**src/rtl/branch_resolve_queue_if.sv**
```systemverilog
// Fetch-training / execute-resolve / redirect signal bundle for branch_resolve_queue.
// The master side drives the fetch and execute inputs; the slave side is the queue.
interface branch_resolve_queue_if #(
    parameter int DEPTH    = 4,
    parameter int XLEN     = 32,
    parameter int PC_WIDTH = 32
);
    logic                       F_train_vaild_i;
    logic                       F_train_predict_i;
    logic [PC_WIDTH-1:0]        F_PC_i;
    logic [XLEN-1:0]            F_target_i;
    logic                       F_full_o;
    logic                       E_resolve_vaild_i;
    logic                       E_taken_i;
    logic                       redirect_vaild_o;
    logic [XLEN-1:0]            redirect_pc_o;
    logic                       flush_o;
    logic [$clog2(DEPTH):0]     count_o;
    logic [31:0]                branch_cnt_o;
    logic [31:0]                mispredict_cnt_o;
    logic                       err_o;

    modport master (
        output F_train_vaild_i, F_train_predict_i, F_PC_i, F_target_i,
        output E_resolve_vaild_i, E_taken_i,
        input  F_full_o, redirect_vaild_o, redirect_pc_o, flush_o,
        input  count_o, branch_cnt_o, mispredict_cnt_o, err_o
    );

    modport slave (
        input  F_train_vaild_i, F_train_predict_i, F_PC_i, F_target_i,
        input  E_resolve_vaild_i, E_taken_i,
        output F_full_o, redirect_vaild_o, redirect_pc_o, flush_o,
        output count_o, branch_cnt_o, mispredict_cnt_o, err_o
    );
endinterface

```
**src/rtl/branch_resolve_queue.sv**
```systemverilog
// In-order queue of predicted conditional branches; checks each prediction at resolve
// and issues a registered redirect/flush on a mispredict.
module branch_resolve_queue #(
    parameter int DEPTH    = 4,
    parameter int XLEN     = 32,
    parameter int PC_WIDTH = 32
) (
    input  logic                   clk,
    input  logic                   rst,
    branch_resolve_queue_if.slave  bus
);
    localparam int AW = $clog2(DEPTH);
    localparam int CW = AW + 1;
    localparam logic [CW-1:0] LP_FULL = CW'(DEPTH);

    logic [PC_WIDTH-1:0] r_pc   [DEPTH];
    logic                r_pred [DEPTH];
    logic [XLEN-1:0]     r_tgt  [DEPTH];

    logic [AW-1:0]   r_rd_ptr;
    logic [AW-1:0]   r_wr_ptr;
    logic [CW-1:0]   r_count;
    logic            r_redirect;
    logic [XLEN-1:0] r_redirect_pc;
    logic [31:0]     r_branch_cnt;
    logic [31:0]     r_mis_cnt;
    logic            r_err;

    logic            w_res_ok;
    logic            w_push_ok;
    logic            w_mis;
    logic [XLEN-1:0] w_fix_pc;

    always_comb begin
        w_res_ok  = bus.E_resolve_vaild_i && (r_count != '0);
        // A same-cycle pop frees a slot, so a full queue can still accept a push.
        w_push_ok = bus.F_train_vaild_i && ((r_count != LP_FULL) || w_res_ok);
        w_mis     = w_res_ok && (r_pred[r_rd_ptr] != bus.E_taken_i);
        w_fix_pc  = bus.E_taken_i ? r_tgt[r_rd_ptr]
                                  : XLEN'(r_pc[r_rd_ptr]) + XLEN'(4);
    end

    // Entry storage needs no reset: the pointers and count define what is valid.
    always_ff @(posedge clk) begin
        if (w_push_ok && !w_mis) begin
            r_pc[r_wr_ptr]   <= bus.F_PC_i;
            r_pred[r_wr_ptr] <= bus.F_train_predict_i;
            r_tgt[r_wr_ptr]  <= bus.F_target_i;
        end
    end

    always_ff @(posedge clk or posedge rst) begin
        if (rst) begin
            r_rd_ptr      <= '0;
            r_wr_ptr      <= '0;
            r_count       <= '0;
            r_redirect    <= 1'b0;
            r_redirect_pc <= '0;
            r_branch_cnt  <= '0;
            r_mis_cnt     <= '0;
            r_err         <= 1'b0;
        end else begin
            r_redirect <= w_mis;
            if (w_mis) begin
                // Discard every younger entry and the wrong-path push.
                r_rd_ptr      <= r_wr_ptr;
                r_count       <= '0;
                r_redirect_pc <= w_fix_pc;
                r_mis_cnt     <= r_mis_cnt + 32'd1;
            end else begin
                if (w_push_ok) r_wr_ptr <= r_wr_ptr + AW'(1);
                if (w_res_ok)  r_rd_ptr <= r_rd_ptr + AW'(1);
                case ({w_push_ok, w_res_ok})
                    2'b10:   r_count <= r_count + CW'(1);
                    2'b01:   r_count <= r_count - CW'(1);
                    default: r_count <= r_count;
                endcase
            end
            if (w_res_ok) r_branch_cnt <= r_branch_cnt + 32'd1;
            if ((bus.F_train_vaild_i && !w_push_ok) ||
                (bus.E_resolve_vaild_i && !w_res_ok))
                r_err <= 1'b1;
        end
    end

    assign bus.F_full_o         = (r_count == LP_FULL);
    assign bus.count_o          = r_count;
    assign bus.redirect_vaild_o = r_redirect;
    assign bus.flush_o          = r_redirect;
    assign bus.redirect_pc_o    = r_redirect_pc;
    assign bus.branch_cnt_o     = r_branch_cnt;
    assign bus.mispredict_cnt_o = r_mis_cnt;
    assign bus.err_o            = r_err;
endmodule
```
**src/flat_wrapper.sv**
```systemverilog
// flat-port wrapper written by rule: the top's interface ports become plain ports
module branch_resolve_queue_flat 
#(
    parameter int DEPTH    = 4,
    parameter int XLEN     = 32,
    parameter int PC_WIDTH = 32
)
  (clk, rst, bus_F_train_vaild_i, bus_F_train_predict_i, bus_F_PC_i, bus_F_target_i, bus_E_resolve_vaild_i, bus_E_taken_i, bus_F_full_o, bus_redirect_vaild_o, bus_redirect_pc_o, bus_flush_o, bus_count_o, bus_branch_cnt_o, bus_mispredict_cnt_o, bus_err_o);
  branch_resolve_queue_if #(.DEPTH(DEPTH), .XLEN(XLEN), .PC_WIDTH(PC_WIDTH)) bus_i ();
  input  logic clk;
  input  logic rst;
  input wire logic [$bits(bus_i.F_train_vaild_i)-1:0] bus_F_train_vaild_i;
  input wire logic [$bits(bus_i.F_train_predict_i)-1:0] bus_F_train_predict_i;
  input wire logic [$bits(bus_i.F_PC_i)-1:0] bus_F_PC_i;
  input wire logic [$bits(bus_i.F_target_i)-1:0] bus_F_target_i;
  input wire logic [$bits(bus_i.E_resolve_vaild_i)-1:0] bus_E_resolve_vaild_i;
  input wire logic [$bits(bus_i.E_taken_i)-1:0] bus_E_taken_i;
  output wire logic [$bits(bus_i.F_full_o)-1:0] bus_F_full_o;
  output wire logic [$bits(bus_i.redirect_vaild_o)-1:0] bus_redirect_vaild_o;
  output wire logic [$bits(bus_i.redirect_pc_o)-1:0] bus_redirect_pc_o;
  output wire logic [$bits(bus_i.flush_o)-1:0] bus_flush_o;
  output wire logic [$bits(bus_i.count_o)-1:0] bus_count_o;
  output wire logic [$bits(bus_i.branch_cnt_o)-1:0] bus_branch_cnt_o;
  output wire logic [$bits(bus_i.mispredict_cnt_o)-1:0] bus_mispredict_cnt_o;
  output wire logic [$bits(bus_i.err_o)-1:0] bus_err_o;
  assign bus_i.F_train_vaild_i = bus_F_train_vaild_i;
  assign bus_i.F_train_predict_i = bus_F_train_predict_i;
  assign bus_i.F_PC_i = bus_F_PC_i;
  assign bus_i.F_target_i = bus_F_target_i;
  assign bus_i.E_resolve_vaild_i = bus_E_resolve_vaild_i;
  assign bus_i.E_taken_i = bus_E_taken_i;
  assign bus_F_full_o = bus_i.F_full_o;
  assign bus_redirect_vaild_o = bus_i.redirect_vaild_o;
  assign bus_redirect_pc_o = bus_i.redirect_pc_o;
  assign bus_flush_o = bus_i.flush_o;
  assign bus_count_o = bus_i.count_o;
  assign bus_branch_cnt_o = bus_i.branch_cnt_o;
  assign bus_mispredict_cnt_o = bus_i.mispredict_cnt_o;
  assign bus_err_o = bus_i.err_o;
  branch_resolve_queue #(.DEPTH(DEPTH), .XLEN(XLEN), .PC_WIDTH(PC_WIDTH)) u_core (.clk(clk), .rst(rst), .bus(bus_i));
endmodule
```
**config.mk**
```make
export PLATFORM = sky130hd
export DESIGN_NAME = branch_resolve_queue_flat
export DESIGN_NICKNAME = d
export VERILOG_FILES = /design/src/rtl/branch_resolve_queue_if.sv /design/src/rtl/branch_resolve_queue.sv /design/src/flat_wrapper.sv
export SDC_FILE = /design/constraint.sdc
export NUM_CORES = 1
export LEC_CHECK = 0
export CELL_PAD_IN_SITES_DETAIL_PLACEMENT = 1
export CELL_PAD_IN_SITES_GLOBAL_PLACEMENT = 1
export CORE_MARGIN = 4
export CORE_UTILIZATION = 50
export DETAILED_ROUTE_END_ITERATION = 10
export GPL_TIMING_DRIVEN = 0
export PLACE_DENSITY_LB_ADDON = 0.1
export SYNTH_ARGS = -nofsm -noshare
export SYNTH_HDL_FRONTEND = slang
export SYNTH_SLANG_ARGS = --single-unit
```
**constraint.sdc**
```tcl
create_clock -name clk -period 12.7 [get_ports clk]
set_input_delay 2.54 -clock clk [delete_from_list [all_inputs] [get_ports clk]]
set_output_delay 2.54 -clock clk [all_outputs]
set_load 0.02 [all_outputs]
```
==> results.sh <==
export IMPL_yosysSeqAreaShare=0.701
export IMPL_slew_headroom=0.280
export IMPL_synthesis_area_um2=14900
export IMPL_diodes=0
export IMPL_yosys_top_cells_area="edfxtp_1 (52%), dfrtp_1 (18%), mux4_2 (9.4%)"
export IMPL_synth_fa_ha_area_frac=0.00723
export IMPL_fin_setup_tns_ns=0
export IMPL_synth_edf_count=260
export IMPL_clock_sinks=365
export IMPL_slew_violations=0
export IMPL_vdd_drop_max_v=0.000113
export IMPL_grt_max_degree=64
export IMPL_dpl_cell_count=1455
export IMPL_die_area_um2=32600
export IMPL_skew_ns=0.00987
export IMPL_cts_made_buffers=39
export IMPL_synth_cell_types=51
export IMPL_critPathKind="input pin to register"
export IMPL_layout_area_overhead_vs_synth_pct=23.8
export IMPL_worst_pin_slew_ns=1.07
export IMPL_wl_per_cell_um=24.0
export IMPL_dp_hpwl_um=24400
export IMPL_period_share=0.400
export IMPL_synth_largest_area_cell="edfxtp_1"
export IMPL_drt_iter0_drc=666
export IMPL_coreArea_um2=29000
export IMPL_fin_ws_ns=7.62
export IMPL_grt_first_pass_wirelength_um=56400
export IMPL_num_vias=8682
export IMPL_r2r_start="u_core.r_rd_ptr[0]$_DFFE_PP0P_"
export IMPL_setup_viol=0
export IMPL_antenna_found_initial=1
export IMPL_clk_pin_slew_ns=0.06
export IMPL_start_kind="input pin"
export IMPL_top_level_ports=173
export IMPL_fp_dieW_um=181
export IMPL_synth_top_area_frac=0.524
export IMPL_leakagePower_uw=0.00661
export IMPL_cp_required_ns=12.90
export IMPL_syn_num_nets=973
export IMPL_synth_top_family_by_area="multiplexers"
export IMPL_final_area_um2=18400
export IMPL_async_reset_ff_frac=0.288
export IMPL_synth_xor_area_frac=0.0559
export IMPL_outcome="finished, final reports clean"
export IMPL_fmax_mhz=197
export IMPL_gp_congestion=0.798
export IMPL_drt_wl_total_um=36400
export IMPL_track_usage=0.223
export IMPL_drtAntennaViolNets=0
export IMPL_cp_cell_sequence="clkdlybuf4s50_1, inv_1, xnor2_4, nand2_2, inv_2, buf_6, a211oi_2, and2_4, buf_12"
export IMPL_drive_gt1_frac=0.143
export IMPL_numPortBuffers=171
export IMPL_min_delay_start="u_core.bus.err_o$_DFFE_PP0P_"
export IMPL_clock_root_buffer="clkbuf_16"
export IMPL_hold_class="register to register"
export IMPL_powerDensity_nw_per_um2=220
export IMPL_synth_cells=895
export IMPL_syn_area_per_cell_um2=16.6
export IMPL_grt_overflow_total=0
export IMPL_synth_compound_area_frac=0.0331
export IMPL_firstDrtPassIters=5
export IMPL_tritoncts="built"
export IMPL_initial_core_util=0.513
export IMPL_cp_slowest_stage_delay_ns=0.61
export IMPL_post_place_ws_ns=7.10
export IMPL_viasPerCell=5.71
export IMPL_cts_buffer_depth=3
export IMPL_grt_pass1_vias=9319
export IMPL_path_max_fanout=35
export IMPL_yosys_warnings=0
export IMPL_yosys_area_share_simple=0.0796
export IMPL_synthFlopType="edfxtp_1"
export IMPL_cts_repair_resized=0
export IMPL_nNetsFinal=1190
export IMPL_rsz0062_at_grt="false"
export IMPL_instances_no_fill=1521
export IMPL_yosys_top_cells_count="edfxtp_1 (260), dfrtp_1 (105), mux4_2 (62), xnor2_1 (55), nand2_1 (53)"
export IMPL_die_height_um=181
export IMPL_yosysMostFrequentCell="edfxtp_1"
export IMPL_hold_violations=0
export IMPL_synth_seq_cells=365
export IMPL_postCtsSetupRepairBufs=0
export IMPL_slowest_stage="and2_4"
export IMPL_synthMuxAreaShare=0.104
export IMPL_ctsHoldBuffers=0
export IMPL_dpl_cell_area_um2=17200
export IMPL_crit_path_end_kind="register"
export IMPL_p_total_uw=4060
export IMPL_maxCapViolCount=0
export IMPL_drc=0
export IMPL_worstSkewPairLatency_ns=0.52
export IMPL_cp_data_arrival_time_ns=5.28
export IMPL_row_count=62
export IMPL_finalCriticalPeriod_ns=5.08
export IMPL_critPathLaunch="bus_E_taken_i"
export IMPL_htree_levels=2
-- sequential cells by signal, summed over array words and instances, names as in the netlist --
name / count
u_core.bus.err_o: 1
u_core.bus.count_o: 3
u_core.r_wr_ptr: 2
u_core.r_rd_ptr: 2
u_core.r_pc: 128
u_core.r_tgt: 128
u_core.bus.flush_o: 1
u_core.bus.branch_cnt_o: 32
u_core.bus.mispredict_cnt_o: 32
u_core.bus.redirect_pc_o: 32
u_core.r_pred: 4
-- report_power, final --
part	leakage [uW]	switching (uW)	internal, uW
registers	0.00374	117	1540
logic	0.00229	761	570
clock network	0.000586	431	645
total	0.00661	1310	2750
-- final timing paths --
kind                       slack [ns]  cells past startpoint                                          to
max reg2reg                      8.97                     10                 u_core.r_pc[0][3]$_DFFE_PP_
min in group asynchronous        2.43                      2  u_core.bus.mispredict_cnt_o[4]$_DFFE_PP0P_
max                              7.62                      9                 u_core.r_pc[0][3]$_DFFE_PP_
min                              0.47                      1                u_core.bus.err_o$_DFFE_PP0P_
min reg2reg                      0.47                      1                u_core.bus.err_o$_DFFE_PP0P_
max in group asynchronous        9.60                      3     u_core.bus.redirect_pc_o[9]$_DFFE_PP0P_
-- layout make-up --
class | instances | area, um^2
fill | 2629 | 10600
clock buffer | 56 | 1110
buffer | 40 | 249
timing repair buffer | 176 | 1840
sequential | 365 | 10400
tap | 384 | 480
clock inverter | 10 | 92.6
inverter | 11 | 46.3
multi-input combinational | 479 | 4180
-- stage by stage --
stage | hold WS, ns | utilization
2_1_floorplan | 0.539 | -
3_5_place_dp | 0.456 | 0.594
6_report | 0.466 | 0.635
3_3_place_gp | 0.451 | 0.589
5_1_grt | 0.497 | 0.635
4_1_cts | 0.471 | 0.635
-- worst max-delay path, delay by kind of cell --
family / cells / cell delay [ns]
compound gates: 1 / 0.56
simple gates: 2 / 0.77
buf+inv: 5 / 1.16
xor+xnor: 1 / 0.22
-- routing by layer --
metal / vias to the layer above / global-route usage / part of all wire
li1: 3871 / - / -
met1: 4501 / 0.305 / 0.42
met2: 258 / 0.383 / 0.51
met3: 50 / 0.0345 / 0.053
met4: 2 / 0.0532 / 0.021
met5: - / 0 / 0.00047
-- cell families after synthesis --
logic type / count (synthesis)
buf+inv: 51
fa+ha+maj: 8
mux: 72
flops: 365
xor+xnor: 92
compound gates: 81
simple gates: 226
-- layout by cell type (no fill, tap or decap), drive strengths merged, types with 2 or more instances in the layout --
| cell | instances |
|---|---|
| edfxtp | 260 |
| clkdlybuf4s50 | 171 |
| dfrtp | 105 |
| clkbuf | 70 |
| mux4 | 65 |
| xnor2 | 57 |
| nand2 | 54 |
| nand3 | 47 |
| nor2 | 42 |
| xor2 | 35 |
| buf | 31 |
| a21oi | 27 |
| nand4 | 24 |
| o21ai | 22 |
| and3 | 17 |
| o22ai | 16 |
| and2 | 16 |
| and4 | 11 |
| inv | 11 |
| nor3 | 9 |
| clkinv | 8 |
| ha | 7 |
| nand2b | 4 |
| a31oi | 4 |
| mux2i | 4 |
| mux2 | 3 |
| a221oi | 3 |
| bufinv | 2 |
(Power assumes the default switching activity.)
